<file path="src/rtl/uart_rx_param_if.sv">
// Consumer-side bundle of the parametrised UART receiver: FIFO read handshake and
// per-frame status pulses.
interface uart_rx_param_if #(
  parameter int unsigned DATA_BITS = 8
);
  logic                 RD_EN;
  logic [DATA_BITS-1:0] DATA;
  logic                 VALID;
  logic                 PARITY_ERR;
  logic                 FRAME_ERR;
  logic                 OVERRUN;
  logic                 BREAK_DET;

  modport master (
    input  RD_EN,
    output DATA, VALID, PARITY_ERR, FRAME_ERR, OVERRUN, BREAK_DET
  );

  modport slave (
    output RD_EN,
    input  DATA, VALID, PARITY_ERR, FRAME_ERR, OVERRUN, BREAK_DET
  );
endinterface

</file>
<file path="src/rtl/uart_rx_param.sv">
// Parametrised UART receiver: 16x oversampling with 2-of-3 majority vote, optional parity,
// 1/2 stop bits, break detection and a small output FIFO.
module uart_rx_param #(
  parameter int unsigned CLK_HZ     = 100_000_000,
  parameter int unsigned BAUD       = 9600,
  parameter int unsigned DATA_BITS  = 8,
  parameter int unsigned PARITY     = 0,
  parameter int unsigned STOP_BITS  = 1,
  parameter int unsigned FIFO_DEPTH = 4
) (
  input  logic            CLK,
  input  logic            RST_N,
  input  logic            UART_RX,
  uart_rx_param_if.master bus
);
  localparam int unsigned TICK_DIV = CLK_HZ / (16 * BAUD);
  localparam int unsigned TW       = (TICK_DIV > 1) ? $clog2(TICK_DIV) : 1;
  localparam int unsigned AW       = $clog2(FIFO_DEPTH);

  typedef enum logic [2:0] {StIdle, StStart, StData, StParity, StStop, StWaitHigh} state_e;

  state_e               state_q;
  logic                 rx_s1_q, rx_s2_q, rx_prev_q;
  logic [TW-1:0]        tick_cnt_q;
  logic [3:0]           sample_cnt_q;
  logic                 s7_q, s8_q;
  logic [3:0]           bit_cnt_q;
  logic [DATA_BITS-1:0] shift_q;
  logic                 par_bit_q, stop_idx_q, stop_bad_q;
  logic                 par_err_q, frame_err_q, overrun_q, break_q;

  logic [DATA_BITS-1:0] mem_q [FIFO_DEPTH];
  logic [AW-1:0]        wr_ptr_q, rd_ptr_q;
  logic [AW:0]          count_q;

  logic tick, bit_done, maj, fall, data_zero, par_calc, par_bad, last_stop;
  logic brk, frame, decide, good, full, pop, push, ovr;

  assign tick      = (state_q != StIdle) && (tick_cnt_q == TW'(TICK_DIV - 1));
  assign bit_done  = tick && (sample_cnt_q == 4'd9);
  assign maj       = (s7_q & s8_q) | (s7_q & rx_s2_q) | (s8_q & rx_s2_q);
  assign fall      = rx_prev_q & ~rx_s2_q;
  assign data_zero = (shift_q == '0);
  assign par_calc  = (PARITY == 1) ? ~^shift_q : ^shift_q;
  assign par_bad   = (PARITY != 0) && (par_calc != par_bit_q);
  assign last_stop = (STOP_BITS == 1) || stop_idx_q;

  // A break is an all-zero frame whose first stop bit is also low.
  assign brk    = (state_q == StStop) && bit_done && !maj && data_zero && !par_bit_q &&
                  !stop_idx_q;
  assign frame  = !maj || stop_bad_q;
  assign decide = (state_q == StStop) && bit_done && last_stop && !brk;
  assign good   = decide && !frame && !par_bad;
  assign full   = (count_q == (AW + 1)'(FIFO_DEPTH));
  assign pop    = bus.RD_EN && (count_q != '0);
  assign push   = good && (!full || pop);
  assign ovr    = good && full && !pop;

  always_ff @(posedge CLK or negedge RST_N) begin
    if (!RST_N) begin
      state_q      <= StIdle;
      rx_s1_q      <= 1'b1;
      rx_s2_q      <= 1'b1;
      rx_prev_q    <= 1'b1;
      tick_cnt_q   <= '0;
      sample_cnt_q <= '0;
      s7_q         <= 1'b1;
      s8_q         <= 1'b1;
      bit_cnt_q    <= '0;
      shift_q      <= '0;
      par_bit_q    <= 1'b0;
      stop_idx_q   <= 1'b0;
      stop_bad_q   <= 1'b0;
      par_err_q    <= 1'b0;
      frame_err_q  <= 1'b0;
      overrun_q    <= 1'b0;
      break_q      <= 1'b0;
    end else begin
      rx_s1_q     <= UART_RX;
      rx_s2_q     <= rx_s1_q;
      rx_prev_q   <= rx_s2_q;
      frame_err_q <= decide && frame;
      par_err_q   <= decide && !frame && par_bad;
      overrun_q   <= ovr;
      break_q     <= brk;

      if (state_q == StIdle || tick) tick_cnt_q <= '0;
      else                           tick_cnt_q <= tick_cnt_q + TW'(1);

      if (tick) begin
        sample_cnt_q <= sample_cnt_q + 4'd1;
        if (sample_cnt_q == 4'd7) s7_q <= rx_s2_q;
        if (sample_cnt_q == 4'd8) s8_q <= rx_s2_q;
      end

      unique case (state_q)
        StIdle: begin
          sample_cnt_q <= '0;
          if (fall) state_q <= StStart;
        end
        StStart: if (bit_done) begin
          if (maj) begin
            state_q <= StIdle;
          end else begin
            state_q    <= StData;
            bit_cnt_q  <= '0;
            par_bit_q  <= 1'b0;
            stop_idx_q <= 1'b0;
            stop_bad_q <= 1'b0;
          end
        end
        StData: if (bit_done) begin
          shift_q <= {maj, shift_q[DATA_BITS-1:1]};
          if (bit_cnt_q == 4'(DATA_BITS - 1)) state_q <= (PARITY != 0) ? StParity : StStop;
          else                                bit_cnt_q <= bit_cnt_q + 4'd1;
        end
        StParity: if (bit_done) begin
          par_bit_q <= maj;
          state_q   <= StStop;
        end
        StStop: if (bit_done) begin
          // Final decision returns to idle mid-bit so the next start edge is caught.
          if (brk)            state_q <= StWaitHigh;
          else if (last_stop) state_q <= StIdle;
          else begin
            stop_bad_q <= !maj;
            stop_idx_q <= 1'b1;
          end
        end
        StWaitHigh: if (rx_s2_q) state_q <= StIdle;
        default: state_q <= StIdle;
      endcase
    end
  end

  always_ff @(posedge CLK or negedge RST_N) begin
    if (!RST_N) begin
      wr_ptr_q <= '0;
      rd_ptr_q <= '0;
      count_q  <= '0;
    end else begin
      if (push) wr_ptr_q <= wr_ptr_q + AW'(1);
      if (pop)  rd_ptr_q <= rd_ptr_q + AW'(1);
      if (push && !pop)      count_q <= count_q + (AW + 1)'(1);
      else if (pop && !push) count_q <= count_q - (AW + 1)'(1);
    end
  end

  always_ff @(posedge CLK) begin
    if (push) mem_q[wr_ptr_q] <= shift_q;
  end

  assign bus.VALID      = (count_q != '0);
  assign bus.DATA       = bus.VALID ? mem_q[rd_ptr_q] : '0;
  assign bus.PARITY_ERR = par_err_q;
  assign bus.FRAME_ERR  = frame_err_q;
  assign bus.OVERRUN    = overrun_q;
  assign bus.BREAK_DET  = break_q;
endmodule
</file>
<file path="src/flat_wrapper.sv">
// flat-port wrapper written by rule: the top's interface ports become plain ports
module uart_rx_param_flat 
#(
  parameter int unsigned CLK_HZ     = 100_000_000,
  parameter int unsigned BAUD       = 9600,
  parameter int unsigned DATA_BITS  = 8,
  parameter int unsigned PARITY     = 0,
  parameter int unsigned STOP_BITS  = 1,
  parameter int unsigned FIFO_DEPTH = 4
)
  (CLK, RST_N, UART_RX, bus_RD_EN, bus_DATA, bus_VALID, bus_PARITY_ERR, bus_FRAME_ERR, bus_OVERRUN, bus_BREAK_DET);
  uart_rx_param_if #(.DATA_BITS(DATA_BITS)) bus_i ();
  input  logic CLK;
  input  logic RST_N;
  input  logic UART_RX;
  input wire logic [$bits(bus_i.RD_EN)-1:0] bus_RD_EN;
  output wire logic [$bits(bus_i.DATA)-1:0] bus_DATA;
  output wire logic [$bits(bus_i.VALID)-1:0] bus_VALID;
  output wire logic [$bits(bus_i.PARITY_ERR)-1:0] bus_PARITY_ERR;
  output wire logic [$bits(bus_i.FRAME_ERR)-1:0] bus_FRAME_ERR;
  output wire logic [$bits(bus_i.OVERRUN)-1:0] bus_OVERRUN;
  output wire logic [$bits(bus_i.BREAK_DET)-1:0] bus_BREAK_DET;
  assign bus_i.RD_EN = bus_RD_EN;
  assign bus_DATA = bus_i.DATA;
  assign bus_VALID = bus_i.VALID;
  assign bus_PARITY_ERR = bus_i.PARITY_ERR;
  assign bus_FRAME_ERR = bus_i.FRAME_ERR;
  assign bus_OVERRUN = bus_i.OVERRUN;
  assign bus_BREAK_DET = bus_i.BREAK_DET;
  uart_rx_param #(.CLK_HZ(CLK_HZ), .BAUD(BAUD), .DATA_BITS(DATA_BITS), .PARITY(PARITY), .STOP_BITS(STOP_BITS), .FIFO_DEPTH(FIFO_DEPTH)) u_core (.CLK(CLK), .RST_N(RST_N), .UART_RX(UART_RX), .bus(bus_i));
endmodule
</file>
<file path="config.mk">
export PLATFORM = sky130hd
export DESIGN_NAME = uart_rx_param_flat
export DESIGN_NICKNAME = d
export VERILOG_FILES = /design/src/rtl/uart_rx_param_if.sv /design/src/rtl/uart_rx_param.sv /design/src/flat_wrapper.sv
export SDC_FILE = /design/constraint.sdc
export NUM_CORES = 1
export LEC_CHECK = 0
export CORE_UTILIZATION = 60
export CTS_CLUSTER_DIAMETER = 100
export DETAILED_ROUTE_END_ITERATION = 6
export PLACE_DENSITY = 0.83
export REMOVE_ABC_BUFFERS = 1
export SYNTH_ARGS = -nofsm -noshare
export SYNTH_HDL_FRONTEND = slang
export SYNTH_SLANG_ARGS = --single-unit
</file>
<file path="constraint.sdc">
create_clock -name CLK -period 3.5 [get_ports CLK]
set_clock_uncertainty 0.05 [all_clocks]
set_input_delay 1.05 -clock CLK [delete_from_list [all_inputs] [get_ports CLK]]
set_output_delay 1.05 -clock CLK [all_outputs]
set_load 0.05 [all_outputs]
</file>
==> results.yml, run 1 <==
sta:
  worstMarginPinSlew_ns: 0.9854
  rsz0062_at_grt: "false"
  whs_ns: 0.3073
  final-hold-violation-count: 0
  fin_crit_sh_pct: 91.65
  setup_tns_ns: 0
  relSlewSlack_pct: 34.30
  drv_slew: 0
  fin_crit_ns: 3.208
  fmax_ghz: 0.3118
  setup_viol: 0
  setup_ws_ns: 0.2923
power_and_ir_drop:
  p_leak_nw: 1.805
  powerDensity_nw_per_um2: 589.7
  p_sw_share_pct: 29.06
  ir_drop_mv: 0.3298
  p_int_mw: 1.683
  combinationalPowerShare_pct: 18.8
  clkPwrFrac_pct: 34.3
  p_sw_mw: 0.6894
  p_seq_share_pct: 47.0
cts:
  clockBufferDepth: 2
  clk_latency_ns: 0.35
  cts-root-buf: "clkbuf_8"
  cts_buffers: 9
  cts.sinks: 77
  cts_tree: "yes"
  clkTransAtPathRegs_ns: 0.08
  h-tree-depth: 3
  postCtsSetupBuffers: 0
  cts_resized: 1
  cts_hold_buffers: 0
global_routing:
  antenna_found_initial: 0
  gr-usage-all-layers_pct: 22.40
  grt_pass1_vias: 1997
  grt_pass1_wl_um: 10190
  grt_max_degree: 46
  overflow: 0
layout:
  seqCellArea_um2: 2093
  final_common_cell: "dfrtp_1"
  fin_area_um2: 4023
  nFillCells: 383
  antennaDiodeCount: 0
  multi_input_area_um2: 1355
  drive_above_1_share_pct: 19.93
  areaGrowthSynthToFinish_pct: 13.01
  layout.nets: 297
  final_core_utilization_pct: 71.73
  mostFrequentLayoutCells: "dfrtp_1, edfxtp_1, nor2_1"
placed_design:
  portBuffers: 15
  place_area_um2: 3762
  place_hpwl_um: 3967
  place_congestion: 0.8496
  preCtsSetupSlack_ns: 0.3305
worst_setup_path:
  start_kind: "register"
  crit_slowest_cell: "mux4_2"
  cp-end-kind: "primary output"
  worstSetupPathType: "register to primary output"
  max_stage_delay_ns: 0.54
  worstRegToRegCells: 9
  arrival_ns: 2.11
  path_cells: "buf_4 > mux4_2 > and2_1 > dlygate4sd2_1"
  required_ns: 2.40
  reg2reg_slack_ns: 0.63
  crit_fanout: 8
die:
  rows: 27
  coreArea_um2: 5608
  die-area_um2: 6245
  num_io_pins: 17
  die_y_um: 79.03
  start_util_pct: 63.48
  die_w_um: 79.03
synthesis:
  async_reset_ff_share_pct: 58.44
  ys_seq_elements: 77
  synth_top_cell_by_area: "dfrtp_1"
  synth_edf_count: 32
  synth_cells: 262
  synth_warnings: 0
  avgSynthCellArea_um2: 13.59
  netlist-cell-type-count: 52
  ys_top_cells_by_area: "dfrtp_1, edfxtp_1, mux4_2"
  synth_top_area_share_pct: 28.12
  syn_area_um2: 3560
  seq_area_frac_synth_pct: 58.80
  ys.flop_type: "dfrtp_1"
route:
  dr_wl_met2_um: 2872
  first_iter_violations: 158
  highest_layer: "met4"
  first_pass_iters: 4
  wl_um: 5921
  wl_met1_um: 2733
  avgRoutedWirePerCell_um: 16.54
  post_drt_via_cell_ratio: 5.673
  num_vias: 2031
  wl_met3_um: 189
  drc_errors: 0
  postRouteAntennaNets: 0
worst_hold_path:
  whs_path_depth: 0
  hp-class: "register to register"
run_status:
  status: "completed"
flow_run:
  maxCapViolCount: 0
state kept, by name, indices dropped and copies added, names as in the netlist:
signal / flops
u_core.mem_q: 32
u_core.tick_cnt_q: 10
u_core.shift_q: 8
u_core.bit_cnt_q: 4
u_core.sample_cnt_q: 4
u_core.count_q: 3
u_core.state_q: 3
u_core.rd_ptr_q: 2
u_core.wr_ptr_q: 2
u_core.bus.BREAK_DET: 1
u_core.bus.FRAME_ERR: 1
u_core.bus.OVERRUN: 1
u_core.par_bit_q: 1
u_core.rx_prev_q: 1
u_core.rx_s1_q: 1
u_core.rx_s2_q: 1
u_core.s7_q: 1
u_core.s8_q: 1
cells by family after synthesis:
| family | after synthesis | synth area share, % |
|---|---|---|
| compound gates | 16 | 3.339 |
| xor+xnor | 17 | 4.183 |
| fa+ha+maj | 13 | 4.710 |
| buf+inv | 24 | 3.128 |
| flops | 77 | 58.80 |
| mux | 24 | 10.19 |
| other cells | 1 | 0.1053 |
| simple gates | 90 | 15.54 |
path summary, 6_finish.rpt:
| path | startpoint | end |
|---|---|---|
| worst max-delay path | u_core.rd_ptr_q[0] | bus_DATA[0] |
| min in group asynchronous | RST_N | u_core.bit_cnt_q[0] |
| worst min register to register | u_core.rx_s1_q | u_core.rx_s2_q |
| worst min-delay path | u_core.rx_s1_q | u_core.rx_s2_q |
| max in group asynchronous | RST_N | u_core.wr_ptr_q[0] |
| worst max register to register | u_core.tick_cnt_q[2] | u_core.count_q[2] |
per-layer routing:
layer / global-route usage (%) / vias to the layer above
li1: - / 981
met1: 29.64 / 1007
met2: 35.17 / 32
met3: 4.943 / 11
met4: 10.91 / 0
met5: 0 / -
stage by stage:
| stage | std cells | power (mW) |
|---|---|---|
| after floorplan | 251 | 1.453 |
| after global placement | 342 | 1.569 |
| after detailed placement | 342 | 1.579 |
| after CTS | 358 | 2.391 |
| after global routing | 358 | 2.493 |
| final | 358 | 2.372 |
Yosys cell counts (3+ instances only):
| master | n |
|---|---|
| nand2b_1 | 3 |
| and2_1 | 13 |
| nand3_1 | 8 |
| xor2_1 | 4 |
| or3_1 | 3 |
| inv_1 | 13 |
| and3b_1 | 3 |
| nor3_1 | 7 |
| nand2_1 | 11 |
| mux4_2 | 8 |
| dfrtp_1 | 40 |
| xnor2_1 | 13 |
| mux2_2 | 13 |
| nor2_1 | 21 |
| ha_1 | 11 |
| nand4b_1 | 3 |
| o21ai_0 | 3 |
| edfxtp_1 | 32 |
| clkbuf_1 | 5 |
| nor4_1 | 4 |
| dfstp_2 | 5 |
worst max-delay path, delay by kind of cell (launching register included):
kind                   cells  cell delay, ns
buffers and inverters      2            0.65
multiplexers               1            0.54
flip-flops                 1            0.40
AND/OR/NAND/NOR            1            0.18
cell type report:
cell class / count / area share, %
multi-input combinational: 161 / 33.69
inverter: 13 / 1.213
clock buffer: 9 / 3.079
clock inverter: 7 / 2.986
timing repair buffer: 19 / 4.759
tap: 72 / 2.240
sequential: 77 / 52.04
power by group through the flow:
stage | logic, mW | registers [mW] | clock network, mW
global route | 0.501 | 1.13 | 0.860
detailed placement | 0.448 | 1.13 | 0
floorplan | 0.329 | 1.12 | 0
finish | 0.446 | 1.11 | 0.813
global placement | 0.439 | 1.13 | 0
CTS | 0.451 | 1.11 | 0.828
No activity file was read; power rests on OpenSTA's default activity.
==> inputs of run 2 (changes only) <==
--- a/config.mk
+++ b/config.mk
@@ -6,10 +6,11 @@
 export NUM_CORES = 1
 export LEC_CHECK = 0
 export CORE_UTILIZATION = 60
-export CTS_CLUSTER_DIAMETER = 100
+export CTS_CLUSTER_DIAMETER = 120
 export DETAILED_ROUTE_END_ITERATION = 6
 export PLACE_DENSITY = 0.83
 export REMOVE_ABC_BUFFERS = 1
+export SETUP_SLACK_MARGIN = 0.4
 export SYNTH_ARGS = -nofsm -noshare
 export SYNTH_HDL_FRONTEND = slang
 export SYNTH_SLANG_ARGS = --single-unit
==> results.yml, run 2 (synthesis gave the netlist of run 1 again) <==
run_status:
  status: "completed"
global_routing:
  overflow: 0
  antenna_found_initial: 0
  grt_max_degree: 46
  grt_pass1_wl_um: 10190
  gr-usage-all-layers_pct: 22.40
  grt_pass1_vias: 1997
layout:
  largest_reg_flops: 32
  mostFrequentLayoutCells: "dfrtp_1, edfxtp_1, nor2_1"
  stdcell_count: 358
  antennaDiodeCount: 0
  layout.nets: 297
  top_regs: "u_core.mem_q x32, u_core.tick_cnt_q x10, u_core.shift_q x8"
  nFillCells: 392
  seqCellArea_um2: 2093
  final_common_cell: "dfrtp_1"
  multi_input_area_um2: 1355
  top_register: "u_core.mem_q"
  drive_above_1_share_pct: 22.73
  areaGrowthSynthToFinish_pct: 11.85
cts:
  cts_hold_buffers: 0
  cts_buffers: 9
  clockBufferDepth: 2
  cts-root-buf: "clkbuf_8"
  clkTransAtPathRegs_ns: 0.08
  cts_tree: "yes"
  cts.sinks: 77
  clk_latency_ns: 0.35
  postCtsSetupBuffers: 0
  h-tree-depth: 3
route:
  wl_um: 5905
  drc_errors: 0
  post_drt_via_cell_ratio: 5.687
  first_pass_iters: 4
  first_iter_violations: 162
  avgRoutedWirePerCell_um: 16.49
  postRouteAntennaNets: 0
  num_vias: 2036
power_and_ir_drop:
  p_total_mw: 2.372
  p_leak_nw: 1.683
  ir_drop_mv: 0.2829
  powerDensity_nw_per_um2: 595.8
worst_setup_path:
  arrival_ns: 1.93
  path_cells: "buf_6 > mux4_2 > and2_1 > clkdlybuf4s15_2"
  worstSetupPathType: "register to primary output"
  required_ns: 2.40
  crit_slowest_cell: "mux4_2"
  start_kind: "register"
  reg2reg_slack_ns: 0.63
  r2r-start: "u_core.tick_cnt_q[2]"
  r2r_end: "u_core.count_q[2]"
  worstRegToRegCells: 9
  max_stage_delay_ns: 0.50
  cp-end-kind: "primary output"
  crit_fanout: 8
sta:
  setup_viol: 0
  rsz0062_at_grt: "false"
  final-hold-violation-count: 0
  fmax_ghz: 0.3306
  relSlewSlack_pct: 34.19
  fin_crit_sh_pct: 86.43
  worstMarginPinSlew_ns: 0.9872
  fin_crit_ns: 3.025
  drv_slew: 0
  setup_tns_ns: 0
worst_hold_path:
  hp-start: "u_core.rx_s1_q"
  whs_path_depth: 0
  hp-class: "register to register"
  min_to: "u_core.rx_s2_q"
placed_design:
  dpl.cell_count: 342
  portBuffers: 15
  place_congestion: 0.8496
  place_hpwl_um: 3967
die:
  die-area_um2: 6245
  num_io_pins: 17
  die_w_um: 79.03
  start_util_pct: 63.48
  die_y_um: 79.03
  coreArea_um2: 5608
  rows: 27
flow_run:
  maxCapViolCount: 0
## run 2: cell types whose count changed in the layout (fill, tap and decap cells not counted)
| cell | previous run | this run |
|---|---|---|
| buf_4 | 4 | 3 |
| clkdlybuf4s50_1 | 6 | 5 |
| buf_6 | 0 | 1 |
| dlymetal6s2s_1 | 7 | 0 |
| clkdlybuf4s15_2 | 0 | 2 |
| buf_2 | 1 | 7 |
## run 2: power breakdown
part | switching [mW] | leakage (nW) | internal (mW)
Sequential | 0.111 | 0.965 | 1.00
Combinational | 0.242 | 0.598 | 0.204
Clock | 0.335 | 0.120 | 0.477
## run 2: repair_timing
action | in CTS | in global routing
endpoints found under the setup margin | 9 | 6
endpoints found under the hold margin | 0 | 0
gates cloned | 0 | 0
resized for setup | 29 | 9
## run 2: cell type report
cell class	count	share of cell area [%]
clock buffer	9	3.111
multi-input combinational	161	34.04
inverter	13	1.226
timing repair buffer	19	3.771
sequential	77	52.58
clock inverter	7	3.017
tap	72	2.263
## run 2: routing by layer
| layer | routed length (um) | up-vias | track usage (%) |
|---|---|---|---|
| li1 | - | 982 | - |
| met1 | 2733 | 1009 | 29.64 |
| met2 | 2853 | 34 | 35.17 |
| met3 | 186 | 11 | 4.943 |
| met4 | 131 | 0 | 10.91 |
| met5 | 0 | - | 0 |
## run 2: worst max-delay path: cells and delay by family (launching register included)
family	cells	cell delay (ns)
flip-flops	1	0.40
AND/OR/NAND/NOR	1	0.16
buffers and inverters	2	0.50
multiplexers	1	0.50
## run 2: worst max-delay path by stage
stage	startpoint	to	slack [ns]
2_1_floorplan	u_core.tick_cnt_q[2]	u_core.count_q[2]	0.66
3_3_place_gp	bus_RD_EN	u_core.count_q[1]	0.42
3_5_place_dp	bus_RD_EN	u_core.count_q[2]	0.33
4_1_cts	u_core.rd_ptr_q[0]	bus_DATA[0]	0.36
5_1_grt	u_core.rd_ptr_q[0]	bus_DATA[6]	0.40
6_report	u_core.rd_ptr_q[0]	bus_DATA[4]	0.47
## run 2: per-stage QoR
stage / hold WS [ns] / setup WS [ns] / cell area [um^2] / util, %
floorplan: 0.2952 / 0.6645 / 3497 / -
global placement: 0.2971 / 0.4170 / 3762 / 67.09
detailed placement: 0.2968 / 0.3305 / 3762 / 67.09
CTS: 0.3083 / 0.3639 / 4003 / 71.37
global route: 0.3184 / 0.3975 / 3981 / 71.00
finish: 0.3073 / 0.4750 / 3981 / 71.00
